==> config.mk <==
export PLATFORM = sky130hd
export DESIGN_NAME = writeback_stage
export DESIGN_NICKNAME = d
export VERILOG_FILES = /design/src/rtl/core_pkg.sv /design/src/rtl/load_formatter.sv /design/src/rtl/writeback_stage.sv
export SDC_FILE = /design/constraint.sdc
export NUM_CORES = 1
export LEC_CHECK = 0
export ABC_AREA = 1
export BUFFER_PORTS_ARGS = -buffer_cell sky130_fd_sc_hd__buf_2
export CAP_MARGIN = 20
export CORE_MARGIN = 4
export CORE_UTILIZATION = 50
export CTS_CLUSTER_SIZE = 40
export DETAILED_ROUTE_END_ITERATION = 10
export GPL_TIMING_DRIVEN = 0
export PLACE_DENSITY = 0.89
export SLEW_MARGIN = 20
export SYNTH_ARGS = -nofsm -noshare
export SYNTH_HDL_FRONTEND = slang
export SYNTH_SLANG_ARGS = --single-unit
==> constraint.sdc <==
create_clock -name clock -period 6.25 [get_ports clock]
set_input_delay 1.25 -clock clock [delete_from_list [all_inputs] [get_ports clock]]
set_output_delay 1.25 -clock clock [all_outputs]
set_load 0.005 [all_outputs]
==> src/rtl/core_pkg.sv <==
// Shared RV32I core definitions: datapath width, writeback source selects,
// load funct3 codes and the MEM/WB pipeline register payload.
package core_pkg;

   localparam int unsigned XLEN      = 32;
   localparam int unsigned REG_AW    = 5;
   localparam int unsigned MEM_DEPTH = 1024;

   localparam logic [1:0] WB_SEL_ALU  = 2'b00;
   localparam logic [1:0] WB_SEL_LOAD = 2'b01;
   localparam logic [1:0] WB_SEL_PC4  = 2'b10;
   localparam logic [1:0] WB_SEL_IMM  = 2'b11;

   localparam logic [2:0] F3_LB  = 3'b000;
   localparam logic [2:0] F3_LH  = 3'b001;
   localparam logic [2:0] F3_LW  = 3'b010;
   localparam logic [2:0] F3_LBU = 3'b100;
   localparam logic [2:0] F3_LHU = 3'b101;

   typedef struct packed {
      logic              reg_write;
      logic [REG_AW-1:0] rd;
      logic [1:0]        wb_sel;
      logic [2:0]        funct3;
      logic [XLEN-1:0]   alu_result;
      logic [XLEN-1:0]   pc;
      logic [XLEN-1:0]   imm;
   } wb_entry_t;

endpackage

==> src/rtl/load_formatter.sv <==
// Combinational load-data formatter: extracts byte/halfword from an aligned
// memory word and sign- or zero-extends it; word and undefined codes pass through.
module load_formatter
   import core_pkg::*;
(
   input  logic [XLEN-1:0] rdata,
   input  logic [1:0]      offset,
   input  logic [2:0]      funct3,
   output logic [XLEN-1:0] result
);

   logic [7:0]  byte_sel;
   logic [15:0] half_sel;

   always_comb begin
      byte_sel = rdata[7:0];
      case (offset)
         2'd0:    byte_sel = rdata[7:0];
         2'd1:    byte_sel = rdata[15:8];
         2'd2:    byte_sel = rdata[23:16];
         default: byte_sel = rdata[31:24];
      endcase
      // halfword position ignores offset bit 0
      half_sel = offset[1] ? rdata[31:16] : rdata[15:0];
   end

   always_comb begin
      result = rdata;
      case (funct3)
         F3_LB:   result = {{(XLEN-8){byte_sel[7]}}, byte_sel};
         F3_LBU:  result = {{(XLEN-8){1'b0}}, byte_sel};
         F3_LH:   result = {{(XLEN-16){half_sel[15]}}, half_sel};
         F3_LHU:  result = {{(XLEN-16){1'b0}}, half_sel};
         default: result = rdata;
      endcase
   end

endmodule

==> src/rtl/writeback_stage.sv <==
// RV32I writeback stage: MEM/WB register, result select, register-file write port
// and retired-instruction counter. Optional WB_BYPASS_EN adds same-cycle read bypass.
module writeback_stage
   import core_pkg::*;
#(
   parameter int unsigned INSTRET_W = 64
) (
   input  logic                 clock,
   input  logic                 reset,
   input  logic                 mem_valid,
   input  logic                 mem_reg_write,
   input  logic [REG_AW-1:0]    mem_rd,
   input  logic [1:0]           mem_wb_sel,
   input  logic [2:0]           mem_funct3,
   input  logic [XLEN-1:0]      mem_alu_result,
   input  logic [XLEN-1:0]      mem_pc,
   input  logic [XLEN-1:0]      mem_imm,
   input  logic [XLEN-1:0]      mem_rdata,
   input  logic                 wb_stall,
   input  logic                 wb_flush,
   output logic [REG_AW-1:0]    addr_rd,
   output logic [XLEN-1:0]      data_rd,
   output logic                 write_enable,
   output logic                 wb_valid,
   output logic [INSTRET_W-1:0] instret
`ifdef WB_BYPASS_EN
   ,
   input  logic [REG_AW-1:0]    byp_rs1,
   input  logic [REG_AW-1:0]    byp_rs2,
   output logic                 byp_rs1_hit,
   output logic                 byp_rs2_hit,
   output logic [XLEN-1:0]      byp_rs1_data,
   output logic [XLEN-1:0]      byp_rs2_data
`endif
);

   wb_entry_t             wb_q;
   logic                  valid_q;
   logic                  written_q;
   logic [INSTRET_W-1:0]  instret_q;
   logic [XLEN-1:0]       load_data;
   logic [XLEN-1:0]       sel_data;
   logic                  retire;

   load_formatter u_load_formatter (
      .rdata  (mem_rdata),
      .offset (wb_q.alu_result[1:0]),
      .funct3 (wb_q.funct3),
      .result (load_data)
   );

   always_comb begin
      sel_data = wb_q.alu_result;
      case (wb_q.wb_sel)
         WB_SEL_LOAD: sel_data = load_data;
         WB_SEL_PC4:  sel_data = wb_q.pc + XLEN'(4);
         WB_SEL_IMM:  sel_data = wb_q.imm;
         default:     sel_data = wb_q.alu_result;
      endcase
   end

   // written_q suppresses a second write while the instruction is held
   always_comb begin
      write_enable = valid_q && wb_q.reg_write && (wb_q.rd != '0) && !written_q;
      addr_rd      = valid_q ? wb_q.rd : '0;
      data_rd      = valid_q ? sel_data : '0;
      wb_valid     = valid_q;
      instret      = instret_q;
      retire       = valid_q && (!wb_stall || wb_flush);
   end

   always_ff @(posedge clock or posedge reset) begin
      if (reset) begin
         wb_q      <= '0;
         valid_q   <= 1'b0;
         written_q <= 1'b0;
         instret_q <= '0;
      end else begin
         if (retire) begin
            instret_q <= instret_q + INSTRET_W'(1);
         end
         // flush only kills the incoming instruction and wins over stall
         if (wb_flush) begin
            valid_q <= 1'b0;
         end else if (wb_stall) begin
            if (write_enable) begin
               written_q <= 1'b1;
            end
         end else begin
            wb_q.reg_write  <= mem_reg_write;
            wb_q.rd         <= mem_rd;
            wb_q.wb_sel     <= mem_wb_sel;
            wb_q.funct3     <= mem_funct3;
            wb_q.alu_result <= mem_alu_result;
            wb_q.pc         <= mem_pc;
            wb_q.imm        <= mem_imm;
            valid_q         <= mem_valid;
            written_q       <= 1'b0;
         end
      end
   end

`ifdef WB_BYPASS_EN
   // write-through for decode reads of a register not yet committed
   always_comb begin
      byp_rs1_hit  = write_enable && (byp_rs1 == addr_rd);
      byp_rs2_hit  = write_enable && (byp_rs2 == addr_rd);
      byp_rs1_data = byp_rs1_hit ? data_rd : '0;
      byp_rs2_data = byp_rs2_hit ? data_rd : '0;
   end
`endif

endmodule

=== After elaboration in Yosys (flattened, before gate mapping) ===
Index checks and enable logic that the tools add are counted.

* Input bits: 144
* Flip-flop bits (word level): 173
* Output and inout bits: 103
* Word-level logic and storage cells: 46

* $add $sub $neg: 2
* Mux-type cells: 10
* Equality and inequality tests: 10
* Reduce and logical (&&, ||, !) cells: 12
* Bitwise operators: 2

{| class="wikitable"
|+ Operators with widths
! cell !! count
|-
| case mux 32 bit (4 select lines) || 1
|-
| case mux 32 bit (3 select lines) || 1
|-
| adder 64 x 1 -> 64 bit, second input constant || 1
|-
| adder 32 x 3 -> 32 bit, second input constant || 1
|-
| two-way mux 32 bit || 1
|-
| case mux 8 bit (3 select lines) || 1
|-
| two-way mux 16 bit || 1
|-
| == test 2 bit, second input constant || 3
|-
| == test 3 bit, second input constant || 2
|-
| two-way mux 5 bit || 1
|-
| nonzero test 5 bit || 1
|-
| == test 2 x 1 -> 1 bit, second input constant || 2
|-
| logical AND 1 bit || 4
|-
| two-way mux 1 bit || 4
|-
| inequality test 2 x 1 -> 1 bit, second input constant || 2
|-
| AND reduction 2 bit || 2
|-
| == test 3 x 1 -> 1 bit, second input constant || 1
|-
| logical NOT 3 bit || 1
|-
| logical NOT 1 bit || 2
|-
| logical NOT 2 bit || 1
|-
| inverter 1 bit || 2
|-
| logical OR 1 bit || 1
|}

=== Longest topological paths before layout ===
* Word-level depth: 5
* Mapped depth: 12
* Gate-level depth less buffers: 11

=== Cells and area by module ===
A second synthesis with hierarchy kept.

* Cells, all modules: 1500
* Area total of the unflattened synthesis: 10455.0 um^2

{| class="wikitable"
|+ Modules (own cells, without submodules)
! module !! cells each !! area an instance (um^2) !! sequential area each (um^2) !! times used
|-
| writeback_stage || 1308 || 9559.2 || 4329.2 || 1
|-
| load_formatter || 192 || 895.9 || 0.0 || 1
|}

=== Worst setup path after synthesis ===
OpenSTA, ideal clock, no wires.

* Kind: input-to-output
* Start point: in mem_rdata[31]
* End point: out data_rd[29]
* Arrival time: 2035 ps
* Data required time: 5000 ps
* Buffers on the path: 1
* Stages: 11
* Setup slack: 2965 ps
* Cell sequence: nand2_1 nand2_1 nand2_1 nand2_2 nand2_4 nand3_4 buf_6 nand2_1 nand3_1 nand2_1 inv_1

* Cells in the longest elaborated chain, start to end: 4
* Elaborated cells between the ends (all ways): 5
* Classes of those cells: mux (5)

{| class="wikitable"
|+ RTL lines
! element !! RTL line !! source
|-
| start, declared || writeback_stage.sv:18 || <nowiki>input logic [XLEN-1:0] mem_rdata,</nowiki>
|-
| case mux 8 bit (3 select lines) or two-way mux 16 bit (tied branches) || load_formatter.sv:17, load_formatter.sv:24 ||
|-
| case mux 32 bit (4 select lines) (*) || load_formatter.sv:29 || <nowiki>case (funct3)</nowiki>
|-
| case mux 32 bit (3 select lines) (*) || writeback_stage.sv:54 || <nowiki>case (wb_q.wb_sel)</nowiki>
|-
| two-way mux 32 bit (*) || writeback_stage.sv:66 || <nowiki>data_rd = valid_q ? sel_data : '0;</nowiki>
|-
| end, declared || writeback_stage.sv:22 || <nowiki>output logic [XLEN-1:0] data_rd,</nowiki>
|}

Every way passes the cells marked *; elsewhere a longest branch is shown, timed or not.

=== Worst setup path after layout ===
* Start point: reg wb_q[34] (netlist name)
* End point: out data_rd[16]

* Cells in the longest elaborated chain, start to end: 3

{| class="wikitable"
|+ RTL lines
! element !! RTL line !! source
|-
| start, declared || writeback_stage.sv:37 || <nowiki>wb_entry_t wb_q;</nowiki>
|-
| adder 32 x 3 -> 32 bit || writeback_stage.sv:56 || <nowiki>WB_SEL_PC4: sel_data = wb_q.pc + XLEN'(4);</nowiki>
|-
| case mux 32 bit (3 select lines) || writeback_stage.sv:54 ||
|-
| two-way mux 32 bit || writeback_stage.sv:66 ||
|}

No other way between the ends.

==> impl_metrics.tcl <==
set metrics [dict create \
    status "complete, no violations" \
    synth_area_mm2 0.0105 \
    design_area_mm2 0.0127 \
    grt_start_max_net_pins 99 \
    clkPwrFrac_pct 34.6 \
    io_buffers 246 \
    rsz0062_at_grt "false" \
    cp_cell_sequence "ha_1 > nand3_1 > nor2_1 > nand4_1 > nand3_1 > nand2_1 > a21oi_1 > nor2_1 > buf_2" \
    diodes 0 \
    async_flop_share_pct 100 \
    fin_crit_sh_pct 67.2 \
    pwr-share-comb_pct 21.7 \
    fmax_ghz 0.238 \
    cts_resized 0 \
    dp.cells 2104 \
    p_leak_uw 0.00656 \
    ys_seq_area_share_pct 41.1 \
    grt_pass1_vias 11300 \
    synth-seq-cells 173 \
    antenna_found_initial 0 \
    worst_pin_slew_ps 799 \
    max-cap-violations 0 \
    clockRootBuffer "clkbuf_16" \
    cts-htree-levels 4 \
    slowest_stage "dfrtp_1" \
    core_mm2 0.0205 \
    pwr-share-seq_pct 43.8 \
    arrival_ps 2950 \
    vdd_drop_max_uv 207 \
    intPower_uw 2010 \
    io_pins 247 \
    place_ws_ps 2430 \
    route.detailed.drc 0 \
    avgRoutedWirePerCell_um 19.1 \
    cts-buffers-inserted 17 \
    dp_hpwl_um 32700 \
    ys_types 39 \
    initial_core_util_pct 51.5 \
    worstPathRequired_ps 5000 \
    p_sw_share_pct 33.8 \
    ys.flop_type "dfrtp_1" \
    clock_path_buffers 2 \
    finalClockSkew_ps 11.1 \
    grt.total_usage_pct 34.4 \
    slew_headroom_pct 46.7 \
    clk_latency_ps 440 \
    num_vias 11800 \
    final_cell_mix "nand2_1 (550), buf_2 (261), nor2_1 (205), inv_1 (188), dfrtp_1 (173)" \
    dr.pass1.iters 7 \
    clkTransAtPathRegs_ps 70 \
    cts_tree "done" \
    hold_buffers 0 \
    post-cts-setup-buffer-count 0 \
    drive_gt1_share_pct 17.2 \
    crit_path_start_kind "flop" \
    hold_path.class "reg2reg" \
    fp.dieW_um 153 \
    hold_ws_ps 469 \
    synth_edf_count 0 \
    critPathCaptureType "output port" \
    clock_sinks 173 \
    final-hold-violation-count 0 \
    overflow 0 \
    yosys_warnings 0 \
    grt_pass1_wl_um 63500 \
    die-area_mm2 0.0235 \
    layout_commonest_cell "nand2_1" \
    synth.net_count 1733 \
    powerDensity_mw_per_mm2 239 \
    path_class "reg2out" \
    rows 52 \
    nNetsFinal 1999 \
    fp.dieH_um 153 \
    avgSynthCellArea_um2 6.64 \
    cp_max_fo 6 \
    final_cells 2135 \
    synth_cells 1587 \
    drtIter0Drc 1295 \
    routed_wl_um 40700 \
    area_growth_pct 20.5 \
    placed_area_mm2 0.0121 \
    postRouteAntennaNets 0 \
    finalSetupViolCount 0 \
    drv_slew 0 \
    switching_power_uw 1020 \
    layout_setup_ws_ps 2050 \
    period_needed_ps 4200 \
    viasPerCell 5.51 \
    gp_congestion 0.991 \
    max_stage_delay_ps 520 \
]
cells in the mapped netlist, types with 2 or more instances:
| master | instances | area share [%] |
|---|---|---|
| nand2_1 | 550 | 20 |
| nor2_1 | 205 | 7.3 |
| inv_1 | 189 | 6.7 |
| dfrtp_1 | 173 | 41 |
| o21ai_0 | 167 | 7.9 |
| nand3_1 | 75 | 3.6 |
| a21oi_1 | 43 | 2.0 |
| clkbuf_1 | 30 | 1.1 |
| xnor2_1 | 24 | 2.0 |
| xor2_1 | 20 | 1.7 |
| buf_2 | 15 | 0.71 |
| nand3b_1 | 14 | 1.0 |
| nand4_1 | 12 | 0.71 |
| nor3_1 | 8 | 0.38 |
| nor2_2 | 7 | 0.42 |
| inv_2 | 6 | 0.21 |
| o21ai_1 | 6 | 0.28 |
| and2_1 | 5 | 0.30 |
| o2111ai_1 | 4 | 0.33 |
| o211ai_1 | 4 | 0.28 |
| o22ai_1 | 4 | 0.24 |
| buf_1 | 3 | 0.11 |
| nand2_2 | 3 | 0.18 |
| a221oi_1 | 2 | 0.17 |
| ha_1 | 2 | 0.24 |
| nand2_4 | 2 | 0.21 |
| nor2_4 | 2 | 0.21 |
per-layer routing:
layer / track usage (%) / share of wire [%] / vias up / routed length (µm)
met3: 6.02 / 9.5 / 76 / 3850
met5: 0 / 0 / - / 0
li1: - / - / 5498 / -
met4: 10.6 / 2.9 / 0 / 1190
met1: 48.3 / 41 / 5517 / 16800
met2: 54.6 / 46 / 673 / 18800
area by class of cell:
| class | count | area (µm²) |
|---|---|---|
| Multi-Input combinational cell | 1169 | 5270 |
| Timing Repair Buffer | 247 | 1260 |
| Inverter | 195 | 739 |
| Sequential cell | 173 | 4330 |
| Buffer | 50 | 215 |
| Fill cell | 1906 | 7790 |
| Clock buffer | 20 | 447 |
| Tap cell | 270 | 338 |
| Clock inverter | 11 | 110 |
flip-flops by register name, indices dropped and copies added, names as in the netlist:
| register | cells |
|---|---|
| wb_q | 107 |
| instret | 64 |
| wb_valid | 1 |
| written_q | 1 |
cell families after synthesis:
family / share of synthesized area (%)
AND/OR/NAND/NOR: 34.6
buffers and inverters: 8.98
AO/OA/AOI/OAI: 11.5
flip-flops: 41.1
XOR/XNOR: 3.65
adder cells (fa/ha/maj): 0.237
worst paths after layout:
| path | start | to | slack [ps] | depth (start not counted) |
|---|---|---|---|---|
| worst max-delay path | wb_q[34]$_DFFE_PP0P_ | data_rd[16] | 2050 | 9 |
| worst min-delay path | wb_q[73]$_DFFE_PP0P_ | wb_q[73]$_DFFE_PP0P_ | 470 | 2 |
| worst max register to register | instret[4]$_DFFE_PP0P_ | instret[55]$_DFFE_PP0P_ | 4230 | 7 |
| worst min register to register | wb_q[73]$_DFFE_PP0P_ | wb_q[73]$_DFFE_PP0P_ | 470 | 2 |
| max in group asynchronous | reset | instret[50]$_DFFE_PP0P_ | 4500 | 3 |
| min in group asynchronous | reset | wb_q[94]$_DFFE_PP0P_ | 870 | 2 |
worst max-delay path, delay by kind of cell, from the launching register on:
family                     cells  cell delay [ps]
adders and majority gates      1              350
DFF                            1              520
and+or+nand+nor                6             1290
buffers and inverters          1              140
AOI/OAI and AO/OA              1              220
power groups by stage:
stage | Clock (µW) | Combinational [µW] | Sequential (µW)
4_1_cts | 1050 | 646 | 1320
2_1_floorplan | 0 | 379 | 1320
3_3_place_gp | 0 | 627 | 1340
3_5_place_dp | 0 | 641 | 1340
6_report | 1050 | 657 | 1330
5_1_grt | 1090 | 733 | 1340
through the flow:
step	util [%]	total power (µW)	TNS, ps
final	62.0	3030	0
after global routing	62.0	3160	0
after CTS	62.0	3010	0
after detailed placement	59.3	1980	0
after global placement	59.1	1970	-285570
after floorplan	-	1700	0
(Power assumes the default switching activity.)
